**config.mk**
```make
export PLATFORM = sky130hd
export DESIGN_NAME = mat_vec_loader
export DESIGN_NICKNAME = d
export VERILOG_FILES = /design/src/rtl/mat_vec_loader.sv
export SDC_FILE = /design/constraint.sdc
export NUM_CORES = 1
export LEC_CHECK = 0
export CORE_MARGIN = 2
export CORE_UTILIZATION = 40
export DETAILED_ROUTE_END_ITERATION = 10
export GPL_TIMING_DRIVEN = 0
export PLACE_DENSITY = 0.65
export SETUP_SLACK_MARGIN = 0.2
export SYNTH_ARGS = -nofsm -noshare
export SYNTH_HDL_FRONTEND = slang
export SYNTH_SLANG_ARGS = --single-unit
```
**constraint.sdc**
```tcl
create_clock -name clk -period 2.77 [get_ports clk]
set_input_delay 0.277 -clock clk [delete_from_list [all_inputs] [get_ports clk]]
set_output_delay 0.277 -clock clk [all_outputs]
set_load 0.005 [all_outputs]
```
**src/rtl/mat_vec_loader.sv**
```systemverilog
// Avalon-MM read master that loads DEPTH matrix rows into the MAC A-FIFOs,
// then one vector line whose elements are streamed into the MAC B input.
// One read is outstanding at a time. Every push waits for mac_ready.
module mat_vec_loader #(
  parameter int                    DATA_WIDTH = 8,
  parameter int                    DEPTH      = 8,
  parameter int                    ADDR_WIDTH = 32,
  parameter logic [ADDR_WIDTH-1:0] BASE_ADDR  = '0
) (
  input  logic                        clk,
  input  logic                        rst,
  input  logic                        start,
  output logic                        busy,
  output logic                        done,
  output logic [ADDR_WIDTH-1:0]       avm_address,
  output logic                        avm_read,
  input  logic [DEPTH*DATA_WIDTH-1:0] avm_readdata,
  input  logic                        avm_readdatavalid,
  input  logic                        avm_waitrequest,
  input  logic                        mac_ready,
  output logic                        mac_clr,
  output logic                        a_wren,
  output logic [DEPTH*DATA_WIDTH-1:0] a_row,
  output logic                        b_wren,
  output logic [DATA_WIDTH-1:0]       b_data
);

  localparam int LW = DEPTH * DATA_WIDTH;
  // Wide enough to hold the row offset DEPTH used for the vector line.
  localparam int CW = $clog2(DEPTH + 1);

  typedef enum logic [3:0] {
    S_IDLE,
    S_CLEAR,
    S_REQ_A,
    S_WAIT_A,
    S_PUSH_A,
    S_REQ_B,
    S_WAIT_B,
    S_PUSH_B,
    S_DONE
  } state_t;

  state_t state_q, state_d;

  logic [CW-1:0] row_q, row_d;
  logic [CW-1:0] idx_q, idx_d;
  logic [LW-1:0] a_row_q, a_row_d;
  logic [LW-1:0] vec_q, vec_d;
  logic          done_q, done_d;

  logic [CW-1:0]         addr_off;
  logic [DATA_WIDTH-1:0] vec_elem;
  logic                  last_row;
  logic                  last_elem;

  assign last_row  = (row_q == CW'(DEPTH - 1));
  assign last_elem = (idx_q == CW'(DEPTH - 1));

  // State and datapath registers with synchronous reset.
  always_ff @(posedge clk) begin
    if (rst) begin
      state_q <= S_IDLE;
      row_q   <= '0;
      idx_q   <= '0;
      a_row_q <= '0;
      vec_q   <= '0;
      done_q  <= 1'b0;
    end else begin
      state_q <= state_d;
      row_q   <= row_d;
      idx_q   <= idx_d;
      a_row_q <= a_row_d;
      vec_q   <= vec_d;
      done_q  <= done_d;
    end
  end

  // Select vector element idx_q; element 0 occupies the most significant slot.
  always_comb begin
    vec_elem = '0;
    for (int unsigned i = 0; i < DEPTH; i++) begin
      if (idx_q == CW'(i)) begin
        vec_elem = vec_q[(DEPTH-1-i)*DATA_WIDTH +: DATA_WIDTH];
      end
    end
  end

  // Next-state logic: sequencing of requests, responses and MAC pushes.
  always_comb begin
    state_d = state_q;
    row_d   = row_q;
    idx_d   = idx_q;
    a_row_d = a_row_q;
    vec_d   = vec_q;
    done_d  = done_q;

    unique case (state_q)
      S_IDLE, S_DONE: begin
        if (start) begin
          state_d = S_CLEAR;
          done_d  = 1'b0;
        end
      end

      S_CLEAR: begin
        row_d   = '0;
        state_d = S_REQ_A;
      end

      S_REQ_A: begin
        if (!avm_waitrequest) begin
          state_d = S_WAIT_A;
        end
      end

      S_WAIT_A: begin
        if (avm_readdatavalid) begin
          a_row_d = avm_readdata;
          state_d = S_PUSH_A;
        end
      end

      S_PUSH_A: begin
        if (mac_ready) begin
          if (last_row) begin
            state_d = S_REQ_B;
          end else begin
            row_d   = row_q + CW'(1);
            state_d = S_REQ_A;
          end
        end
      end

      S_REQ_B: begin
        if (!avm_waitrequest) begin
          state_d = S_WAIT_B;
        end
      end

      S_WAIT_B: begin
        if (avm_readdatavalid) begin
          vec_d   = avm_readdata;
          idx_d   = '0;
          state_d = S_PUSH_B;
        end
      end

      S_PUSH_B: begin
        if (mac_ready) begin
          if (last_elem) begin
            done_d  = 1'b1;
            state_d = S_DONE;
          end else begin
            idx_d = idx_q + CW'(1);
          end
        end
      end

      default: begin
        state_d = S_IDLE;
      end
    endcase
  end

  // Moore outputs decoded from the current state and held registers.
  always_comb begin
    busy     = (state_q != S_IDLE) && (state_q != S_DONE);
    done     = done_q;
    avm_read = (state_q == S_REQ_A) || (state_q == S_REQ_B);
    mac_clr  = (state_q == S_CLEAR);
    a_wren   = (state_q == S_PUSH_A);
    b_wren   = (state_q == S_PUSH_B);
    a_row    = a_row_q;
    b_data   = (state_q == S_PUSH_B) ? vec_elem : '0;
    addr_off = ((state_q == S_REQ_B) || (state_q == S_WAIT_B)) ? CW'(DEPTH) : row_q;
    avm_address = BASE_ADDR + ADDR_WIDTH'(addr_off);
  end

endmodule
```
==> impl_metrics.csv <==
group,metric,value,unit
outcome,outcome,"finished, final reports clean",
detailed_routing,route.detailed.drc,0,
synthesis,ys.flop_type,"dfxtp_1",
detailed_routing,dr.pass1.iters,5,
global_routing,grtUsageMet2,31.2,%
sta,relSlewSlack,53.7,%
placement,pre_cts_ws,-0.216,ns
die,start_util,40.7,%
global_routing,grt_antenna_before_repair,0,
detailed_routing,routed_wl,18.5,mm
placement,placed_cell_area,0.00887,mm²
clock_tree,cts_buffers,17,
synthesis,yosys.area.top_type,"dfxtp_1",
synthesis,synthCells,836,
layout,areaGrowthSynthToFinish,40.7,%
placement,port_buffers,150,
synthesis,yosys_warnings,0,
synthesis,synth_area_leaders,"dfxtp_1, nand2b_1, mux2i_1, nand2_1, a21oi_1",
setup_path,path_max_fanout,10,
placement,dp_hpwl,13.5,mm
setup_path,startpoint_type,"register",
power,combinationalPowerShare,19.2,%
synthesis,yosysMostFrequentCell,"nand2_1",
sta,worst_pin_slew,0.695,ns
power,p_per_area,575,mW/mm²
setup_path,arrival,2.29,ns
clock_tree,ctsLongestPathBuffers,2,
clock_tree,clkSlewWorstSetupHoldPaths,0.06,ns
setup_path,worstSetupEndpointType,"output pin",
global_routing,grt_pass1_vias,5894,
setup_path,reg2reg_from,"idx_q[2]",
clock_tree,htree_levels,4,
setup_path,crit_slowest_cell,"dfxtp_4",
power,p_int,4270,µW
sta,finalWorstSetupSlack,0.199,ns
setup_path,critPathKind,"register to output pin",
die,num_rows,48,
sta,rsz0062_at_grt,"true",
detailed_routing,vias,6091,
layout,num_antenna_cells,0,
die,io_pins,180,
global_routing,busiest_layer,"met2",
clock_tree,clk_latency,0.43,ns
detailed_routing,drt_iter0_drc,334,
global_routing,grt.total_usage,20.2,%
sta,finalHoldViolations,0,
power,power_switching,1390,µW
flow_run,maxCapViolations,0,
layout,nets,1116,
clock_tree,cts_hold_buf,0,
detailed_routing,routedWlPerCell,14.5,µm
layout,finalInstanceArea,0.00983,mm²
sta,fin_crit,2.57,ns
setup_path,critical_path_required,2.49,ns
setup_path,cp-startpoint,"idx_q[0]",
synthesis,synth_top_cell_area_share,40.4,%
die,fp.dieW,136,µm
sta,period_share,92.8,%
setup_path,max_stage_delay,0.36,ns
die,core_area,0.0172,mm²
setup_path,crit_chain,"inv_1, ha_2, clkbuf_8, nand3b_1, a311oi_2, o221ai_2, a21oi_2, clkdlybuf4s15_1",
clock_tree,cts_tree,"done",
die,dieArea,0.0185,mm²
global_routing,grt_pass1_wl,29.6,mm
sta,setup_viol,0,
synthesis,synth-edff-count,0,
clock_tree,cts_root_buffer,"clkbuf_16",
placement,gp_congestion,0.865,
detailed_routing,postRouteAntennaNets,0,
setup_path,crit_family,"compound AO/OA/AOI/OAI gates",
global_routing,grt_start_max_net_pins,17,
sta,fmax,389,MHz
synthesis,yosys.cell_types.count,51,
setup_path,critPathBufInv,3,
synthesis,ys_seq_elements,141,
power,vdd_drop_max,0.000449,V
sta,report.final.slew_viol_count,0,
die,die_y,136,µm
sta,fin_tns_setup,0,ns
synthesis,avgSynthCellArea,8.36,µm²
detailed_routing,vias_per_cell,4.77,
synthesis,yosys-top-cells-count,"nand2_1, dfxtp_1, nand2b_1, a21oi_1, mux2i_1",
power,swShare,24.5,%
sta,fin_skew,0.00857,ns
worst_hold_path,min-delay-start,"rst",
global_routing,gr-usage-met3,4.25,%
global_routing,grt_use_met1,27.6,%
global_routing,grt_overflow,0,
power,power.leakage,0.00350,µW
synthesis,async_flop_share,0,%
layout,drive_gt1_share,14.7,%
synthesis,seq_area_frac_synth,40.4,%
worst_hold_path,holdCritPathClass,"input port to register",
power,seqPwrFrac,38.6,%
clock_tree,cts_sinks,141,
synthesis,syn_area,0.00699,mm²
power,clock_power_share,42.1,%
## through the flow
| step | util (%) | power, µW | hold slack (ns) | instances |
|---|---|---|---|---|
| 2_1_floorplan | - | 2830 | 0.413 | 863 |
| 3_3_place_gp | 51.6 | 3250 | 0.447 | 1238 |
| 3_5_place_dp | 51.6 | 3250 | 0.449 | 1238 |
| 4_1_cts | 56.8 | 5650 | 0.341 | 1273 |
| 5_1_grt | 57.2 | 5880 | 0.388 | 1278 |
| 6_report | 57.2 | 5660 | 0.346 | 1278 |
## metal layers
metal | vias up | wire [µm]
met1 | 2783 | 8860
met4 | 0 | 393
met3 | 27 | 920
li1 | 3126 | -
met5 | - | 0
met2 | 155 | 8330
## flip-flops by register name, indices dropped and copies added (netlist names)
signal	count
a_row	64
vec_q	64
idx_q	4
row_q	4
state_q	4
done	1
## cell type report
class	count	area, µm²
Fill cell	1612	7340
Multi-Input combinational cell	616	3810
Sequential cell	141	2830
Timing Repair Buffer	159	1550
Buffer	92	692
Clock buffer	21	480
Tap cell	225	282
Clock inverter	10	136
Inverter	14	53.8
## logic make-up (layout without fill, tap and decap cells)
family	count (synthesis)	after routing	share of synthesized area, %
adder cells (fa/ha/maj)	5	5	0.895
flip-flops	141	141	40.4
AO/OA/AOI/OAI	149	149	12.1
other	1	28	0.0537
XOR/XNOR	7	7	0.878
buffers and inverters	106	296	9.03
multiplexers	68	68	9.76
AND/OR/NAND/NOR	359	359	26.9
## what timing repair did
item / CTS / global route
pin swaps: 13 / 7
setup buffers: 3 / 5
gates resized for setup: 95 / 22
cloned: 1 / 0
endpoints found under the setup margin: 59 / 77
## worst paths after layout
kind / endpoint / cells after the start / slack [ns]
setup / recovery: b_data[6] / 8 / 0.20
hold / removal: a_row[2] / 3 / 0.35
setup reg to reg: a_row[30] / 9 / 0.37
hold reg to reg: vec_q[59] / 2 / 0.46
## worst register-to-register path, delay by kind of cell (launching register included)
family | cells | cell delay, ns
AOI/OAI and AO/OA | 1 | 0.16
buffers and inverters | 4 | 0.62
DFF | 1 | 0.49
muxes | 1 | 0.20
and+or+nand+nor | 3 | 0.87
## power by group through the flow
stage               logic (µW)  clock network [µW]  registers, µW
global placement          1020                   0           2230
floorplan                  602                   0           2230
finish                    1090                2380           2190
detailed placement        1030                   0           2230
CTS                       1040                2420           2190
global route              1180                2500           2200
## cells in the final DEF (no fill, tap or decap), types with 5 or more instances in the layout
cell               n
clkbuf_1          33
nand3_1            6
nor3b_1            6
a21oi_2           12
o21ai_0            8
buf_4             37
buf_12             6
inv_1             12
xnor2_1            5
dfxtp_1          139
and2_1             5
o21a_1             8
mux2i_1           67
clkbuf_8          10
nor3_1             5
clkbuf_16         18
clkbuf_2           7
buf_2              9
nor2b_1           11
nand2b_1         129
conb_1            28
nor2_1            17
a21oi_1           95
nand2_1          146
nand3b_1           9
clkdlybuf4s50_1  142
Note: power is estimated with default switching activity, not from simulation.
